--- src/rtl/sipo_rx_pkg.sv ---
// Shared types and helpers for the MSB-first serial receive path.
// Frame length depends on whether SIPO_RX_PARITY_EN is defined when the top is built.
package sipo_rx_pkg;

  typedef enum logic [1:0] {
    IDLE  = 2'd0,
    SHIFT = 2'd1,
    DONE  = 2'd2
  } state_e;

  localparam int DW_DEFAULT = 9;

  // Number of serial bits in one frame: data bits plus an optional trailing parity bit.
  function automatic int frame_len(input int dw, input bit parity_en);
    int fl;
    if (parity_en) begin
      fl = dw + 1;
    end else begin
      fl = dw;
    end
    return fl;
  endfunction

endpackage

--- src/rtl/sipo_msb_rx_bit_counter.sv ---
// Clearable up-counter with a terminal-count flag against a programmable last value.
// Shared with the transmit-side control, so it carries no frame knowledge of its own.
module bit_counter
  import sipo_rx_pkg::*;
#(
  parameter int CW = 4
) (
  input  logic          clk,
  input  logic          rst_n,
  input  logic          clr,
  input  logic          inc,
  input  logic [CW-1:0] last,
  output logic          tc
);

  logic [CW-1:0] count_q;
  logic [CW-1:0] count_d;

  // Clear has priority over increment.
  always_comb begin
    count_d = count_q;
    if (clr) begin
      count_d = {CW{1'b0}};
    end else if (inc) begin
      count_d = count_q + {{(CW-1){1'b0}}, 1'b1};
    end else begin
      count_d = count_q;
    end
  end

  // Count register.
  always_ff @(posedge clk or negedge rst_n) begin
    if (!rst_n) begin
      count_q <= {CW{1'b0}};
    end else begin
      count_q <= count_d;
    end
  end

  assign tc = (count_q == last);

endmodule

--- src/rtl/sipo_msb_rx.sv ---
// MSB-first serial-in/parallel-out receiver with start/shift strobes and a one-cycle valid.
// Optional even-parity trailer enabled by defining SIPO_RX_PARITY_EN.
module sipo_msb_rx
  import sipo_rx_pkg::*;
#(
  parameter int DW = DW_DEFAULT
) (
  input  logic          clk,
  input  logic          reset,
  input  logic          enb,
  input  logic          start,
  input  logic          shift,
  input  logic          inp,
  output logic [DW-1:0] out,
  output logic          valid,
  output logic          busy
`ifdef SIPO_RX_PARITY_EN
  ,
  output logic          parity_err
`endif
);

`ifdef SIPO_RX_PARITY_EN
  localparam bit PAR_EN = 1'b1;
`else
  localparam bit PAR_EN = 1'b0;
`endif
  localparam int            CW   = $clog2(DW + 2);
  localparam int            FL   = frame_len(DW, PAR_EN);
  localparam logic [CW-1:0] LAST = CW'(FL - 1);

  state_e        state_q, state_d;
  logic [DW-1:0] sreg_q, sreg_d;
  logic [DW-1:0] out_q, out_d;
  logic          valid_q, valid_d;
  logic          busy_q, busy_d;
  logic          cnt_clr_s, cnt_inc_s, cnt_tc_s;
`ifdef SIPO_RX_PARITY_EN
  logic          perr_q, perr_d;
`else
  logic          unused_s;
  assign unused_s = sreg_q[DW-1];
`endif

  bit_counter #(.CW(CW)) u_cnt (
    .clk   (clk),
    .rst_n (reset),
    .clr   (cnt_clr_s),
    .inc   (cnt_inc_s),
    .last  (LAST),
    .tc    (cnt_tc_s)
  );

  // Next-state, shift and capture logic; nothing moves while enb is low.
  always_comb begin
    state_d   = state_q;
    sreg_d    = sreg_q;
    out_d     = out_q;
    cnt_clr_s = 1'b0;
    cnt_inc_s = 1'b0;
`ifdef SIPO_RX_PARITY_EN
    perr_d    = perr_q;
`endif
    if (enb) begin
      case (state_q)
        IDLE: begin
          if (start) begin
            state_d   = SHIFT;
            cnt_clr_s = 1'b1;
          end else begin
            state_d   = IDLE;
          end
        end
        SHIFT: begin
          if (shift) begin
            sreg_d = {sreg_q[DW-2:0], inp};
            if (cnt_tc_s) begin
              state_d   = DONE;
              cnt_clr_s = 1'b1;
`ifdef SIPO_RX_PARITY_EN
              // Final bit is the parity trailer: data already sits whole in sreg.
              out_d  = sreg_q;
              perr_d = (^sreg_q) ^ inp;
`else
              out_d  = {sreg_q[DW-2:0], inp};
`endif
            end else begin
              cnt_inc_s = 1'b1;
            end
          end else begin
            state_d = SHIFT;
          end
        end
        DONE: begin
          state_d = IDLE;
        end
        default: begin
          state_d = IDLE;
        end
      endcase
    end else begin
      state_d = state_q;
    end
    valid_d = (state_d == DONE);
    busy_d  = (state_d == SHIFT);
  end

  // State, data and status registers.
  always_ff @(posedge clk or negedge reset) begin
    if (!reset) begin
      state_q <= IDLE;
      sreg_q  <= {DW{1'b1}};
      out_q   <= {DW{1'b0}};
      valid_q <= 1'b0;
      busy_q  <= 1'b0;
`ifdef SIPO_RX_PARITY_EN
      perr_q  <= 1'b0;
`endif
    end else begin
      state_q <= state_d;
      sreg_q  <= sreg_d;
      out_q   <= out_d;
      valid_q <= valid_d;
      busy_q  <= busy_d;
`ifdef SIPO_RX_PARITY_EN
      perr_q  <= perr_d;
`endif
    end
  end

  assign out   = out_q;
  assign valid = valid_q;
  assign busy  = busy_q;
`ifdef SIPO_RX_PARITY_EN
  assign parity_err = perr_q;
`endif

endmodule

--- config.mk ---
export PLATFORM = sky130hd
export DESIGN_NAME = sipo_msb_rx
export DESIGN_NICKNAME = d
export VERILOG_FILES = /design/src/rtl/sipo_rx_pkg.sv /design/src/rtl/sipo_msb_rx_bit_counter.sv /design/src/rtl/sipo_msb_rx.sv
export SDC_FILE = /design/constraint.sdc
export NUM_CORES = 1
export LEC_CHECK = 0
export CORE_ASPECT_RATIO = 1.4
export CORE_MARGIN = 10
export CORE_UTILIZATION = 46
export DETAILED_ROUTE_END_ITERATION = 7
export GPL_TIMING_DRIVEN = 0
export PLACE_DENSITY = 0.84
export SLEW_MARGIN = 40
export SYNTH_ARGS = -nofsm -noshare
export SYNTH_HDL_FRONTEND = slang
export SYNTH_SLANG_ARGS = --single-unit
export TNS_END_PERCENT = 5
--- constraint.sdc ---
create_clock -name clk -period 1.6 [get_ports clk]
set_clock_uncertainty 0.2 [all_clocks]
set_input_delay 0.32 -clock clk [delete_from_list [all_inputs] [get_ports clk]]
set_output_delay 0.32 -clock clk [all_outputs]
set_load 0.02 [all_outputs]
==> metrics.csv, run 1 <==
stage,metric,value,unit
synth,Synth Area in Compound Gates,0.0668,
sta,Final Cycle Share,1.06,
drt,Routed WL,2210,um
clocking,Sink Count,25,
power,share of power burned in registers,0.542,
final_layout,final instance area,0.00137,mm2
die,Core Rows,20,
sta,Final Max Slew Viols,0,
global_routing,initial antenna violation count,0,
critical_path,CP max stage delay,0.45,ns
critical_path,WS Path Type,register to register,
synth,mux contribution to synthesized area,0.0950,
final_layout,area of the multi-input gates,437,um2
drt,vias post-DR,812,
synth,main combinational cell family by area after synthesis,simple AND/OR/NAND/NOR gates,
sta,Final setup viols,9,
power,switching pwr,690,uW
final_layout,fin nets,130,
final_layout,ratio of cells with drive above 1 in the final layout,0.306,
final_layout,Final Util,0.624,
global_routing,largest net degree at the start of global routing,26,
place,placer congestion estimate,0.766,
sta,final hold vios,0,
power,leakage,0.670,nW
place,pre-CTS setup slack,-0.585,ns
die,Die W,60.7,um
sta,final hold slack,0.273,ns
power,Pwr Total,1.99,mW
clocking,CTS tree,yes,
synth,Mapped Cells,95,
final_layout,register area,638,um2
global_routing,total grt overflow,0,
clocking,CTS max path bufs,2,
critical_path,critical path cell sequence,inv_2 -> ha_4 -> nand3b_4 -> nor2_4 -> buf_12 -> mux2_2,
synth,Yosys cell types,23,
critical_path,worst-path fanout max,9,
final_layout,Antenna Cells,0,
sta,Worst-Margin Slew,0.610,ns
drt,WL/cell,15.5,um
drt,DRT Pass-1 Iters,4,
place,Post-Place Cells,133,
critical_path,Critical Path Slowest Stage Cell,dfrtp_1,
global_routing,GRT Util Overall,0.0982,
die,Die H,77.0,um
synth,Mean Syn Cell Area,11.2,um2
place,IO buf count,16,
final_layout,area growth from synthesis to layout,28.7,%
synth,"Net Count, Synth",103,
sta,FMAX,0.590,GHz
power,sw frac,0.347,
power,power density cells,1450,mW/mm2
power,Worst VDD drop,0.671,mV
global_routing,vias in the first global route,836,
synth,post-synthesis sequential area ratio,0.596,
synth,Synth Warn #,0,
place,dpl hpwl,1520,um
clocking,H-tree Lvls,1,
die,Core ar.,0.00220,mm2
critical_path,Critical Path Sink Type,register,
drt,Via density,5.68,
clocking,CTS Buf Count,3,
global_routing,first-pass GRT wire length,3680,um
status,outcome,finished with violations,
synth,xor/xnor share of the synthesized area,0,
drt,drt drc,0,
worst_hold_path,HP Class,register to register,
clocking,clock slew at reported path FFs,0.13,ns
critical_path,Worst EP arrival,1.70,ns
drt,initial detailed-routing violation count,30,
sta,setup ws final,-0.0936,ns
run,max cap viols,0,
sta,Period minus WS final,1.69,ns
critical_path,critical path required time,1.61,ns
sta,RSZ-0062 raised after global routing,yes,
power,clock share of power,0.139,
power,Comb power frac,0.320,
critical_path,"CP delay by family, top",flip-flops,
synth,mapped cell area,0.00107,mm2
place,placed cell areas,0.00127,mm2
drt,Routed Antenna Nets,0,
final_layout,fillers,178,
synth,synthesized-area fraction occupied by adder cells,0.0234,
synth,count of state elements after synthesis,25,
critical_path,startpoint types,register,
clocking,Clock Latency Late Sink,0.31,ns
clocking,Root Buffer,clkbuf_4,
die,full die area,0.00467,mm2
power,Int Power,1.30,mW
die,Initial Utilization,0.485,
final_layout,Non-Filler Instances,143,
status,violated checks,negative setup slack,
sta,relative slew slack,0.590,
synth,Post-Synth Simple-Gate Area,0.195,
sta,post-route setup TNS,-0.787,ns
die,Ports,17,
critical_path,CP bufs+invs,2,
## cell usage in the layout, fill, tap and decap left out, types with 2 or more instances in the layout
cell,count
clkdlybuf4s50_1,2
o21ai_0,4
clkdlybuf4s15_1,7
buf_4,5
clkbuf_4,3
a21oi_1,4
inv_2,2
dfrtp_1,15
nand2_1,27
dfrtp_2,2
nor3_1,2
dfstp_2,8
inv_1,2
dlygate4sd2_1,4
dlymetal6s2s_1,2
mux2_2,9
nand3_1,4
## worst register-to-register path, cell delays in order (launching register included)
cell	delay [ns]
dfrtp_1	0.45
inv_2	0.10
ha_4	0.15
nand3b_4	0.11
nor2_4	0.12
buf_12	0.14
mux2_2	0.33
## per-layer routing
metal | GRT usage | vias to the layer above | share of wire
li1 | - | 376 | -
met1 | 0.110 | 408 | 0.38
met2 | 0.153 | 20 | 0.52
met3 | 0.0264 | 8 | 0.068
met4 | 0.0661 | 0 | 0.035
met5 | 0 | - | 0
## worst paths after layout
check                                 start               end  slack (ns)  cells past startpoint
min in group asynchronous             reset              busy        0.30                      2
hold reg to reg                   sreg_q[1]         sreg_q[2]        0.27                      2
setup reg to reg           u_cnt.count_q[0]            out[1]       -0.09                      6
hold / removal                    sreg_q[1]         sreg_q[2]        0.27                      2
max in group asynchronous             reset  u_cnt.count_q[1]        0.52                      2
setup / recovery           u_cnt.count_q[0]            out[1]       -0.09                      6
## synthesized netlist by cell type
cell | number | share of area
and4b_1 | 2 | 0.019
inv_1 | 4 | 0.014
nand2_1 | 27 | 0.095
nor2_4 | 1 | 0.011
a21oi_1 | 4 | 0.019
a311oi_1 | 1 | 0.0082
dfstp_2 | 8 | 0.20
dfrtp_1 | 17 | 0.40
ha_1 | 2 | 0.023
nand4b_2 | 1 | 0.014
o22ai_1 | 1 | 0.0059
nand4b_1 | 1 | 0.0082
nand3_1 | 4 | 0.019
nor2_1 | 1 | 0.0035
buf_4 | 1 | 0.0070
mux2_2 | 9 | 0.095
a41oi_1 | 1 | 0.0082
nand2b_1 | 1 | 0.0059
nor3_1 | 2 | 0.0094
a21o_1 | 1 | 0.0070
o21ai_0 | 4 | 0.019
clkbuf_1 | 1 | 0.0035
nand3b_2 | 1 | 0.011
## kinds of logic after synthesis
kind of cell / count (synthesis)
fa+ha+maj: 2
simple gates: 41
compound gates: 12
buf+inv: 6
mux: 9
flops: 25
## sequential cells by signal, summed over array words and instances (netlist names)
name,count
u_cnt.count_q,4
valid,1
state_q,2
busy,1
out,9
sreg_q,8
## layout make-up
class,instances,area share
Sequential cell,25,0.464
Multi-Input combinational cell,64,0.318
Timing Repair Buffer,22,0.157
Tap cell,22,0.0200
Clock buffer,3,0.0164
Inverter,4,0.0109
Buffer,2,0.00820
Clock inverter,1,0.00546
## power groups by stage
stage / Combinational [mW] / Clock, mW / Sequential, mW
4_1_cts: 0.617 / 0.291 / 1.07
3_5_place_dp: 0.653 / 0 / 1.08
2_1_floorplan: 0.339 / 0 / 1.12
6_report: 0.636 / 0.276 / 1.08
5_1_grt: 0.707 / 0.311 / 1.11
3_3_place_gp: 0.628 / 0 / 1.06
## repair_timing
item | in CTS | in global routing
hold buffers | 1 | 0
pin swaps | 1 | 1
setup endpoints to repair | 20 | 31
hold endpoints to repair | 17 | 0
resized for setup | 12 | 12
buffers inserted | 0 | 5
Power figures use the tool's default switching activity.
==> run 2, diff against run 1 <==
--- a/config.mk
+++ b/config.mk
@@ -5,6 +5,7 @@
 export SDC_FILE = /design/constraint.sdc
 export NUM_CORES = 1
 export LEC_CHECK = 0
+export CAP_MARGIN = 10
 export CORE_ASPECT_RATIO = 1.4
 export CORE_MARGIN = 10
 export CORE_UTILIZATION = 46
==> results of run 2 <==
No change in the layout: final DEF, timing and power equal those of run 1.
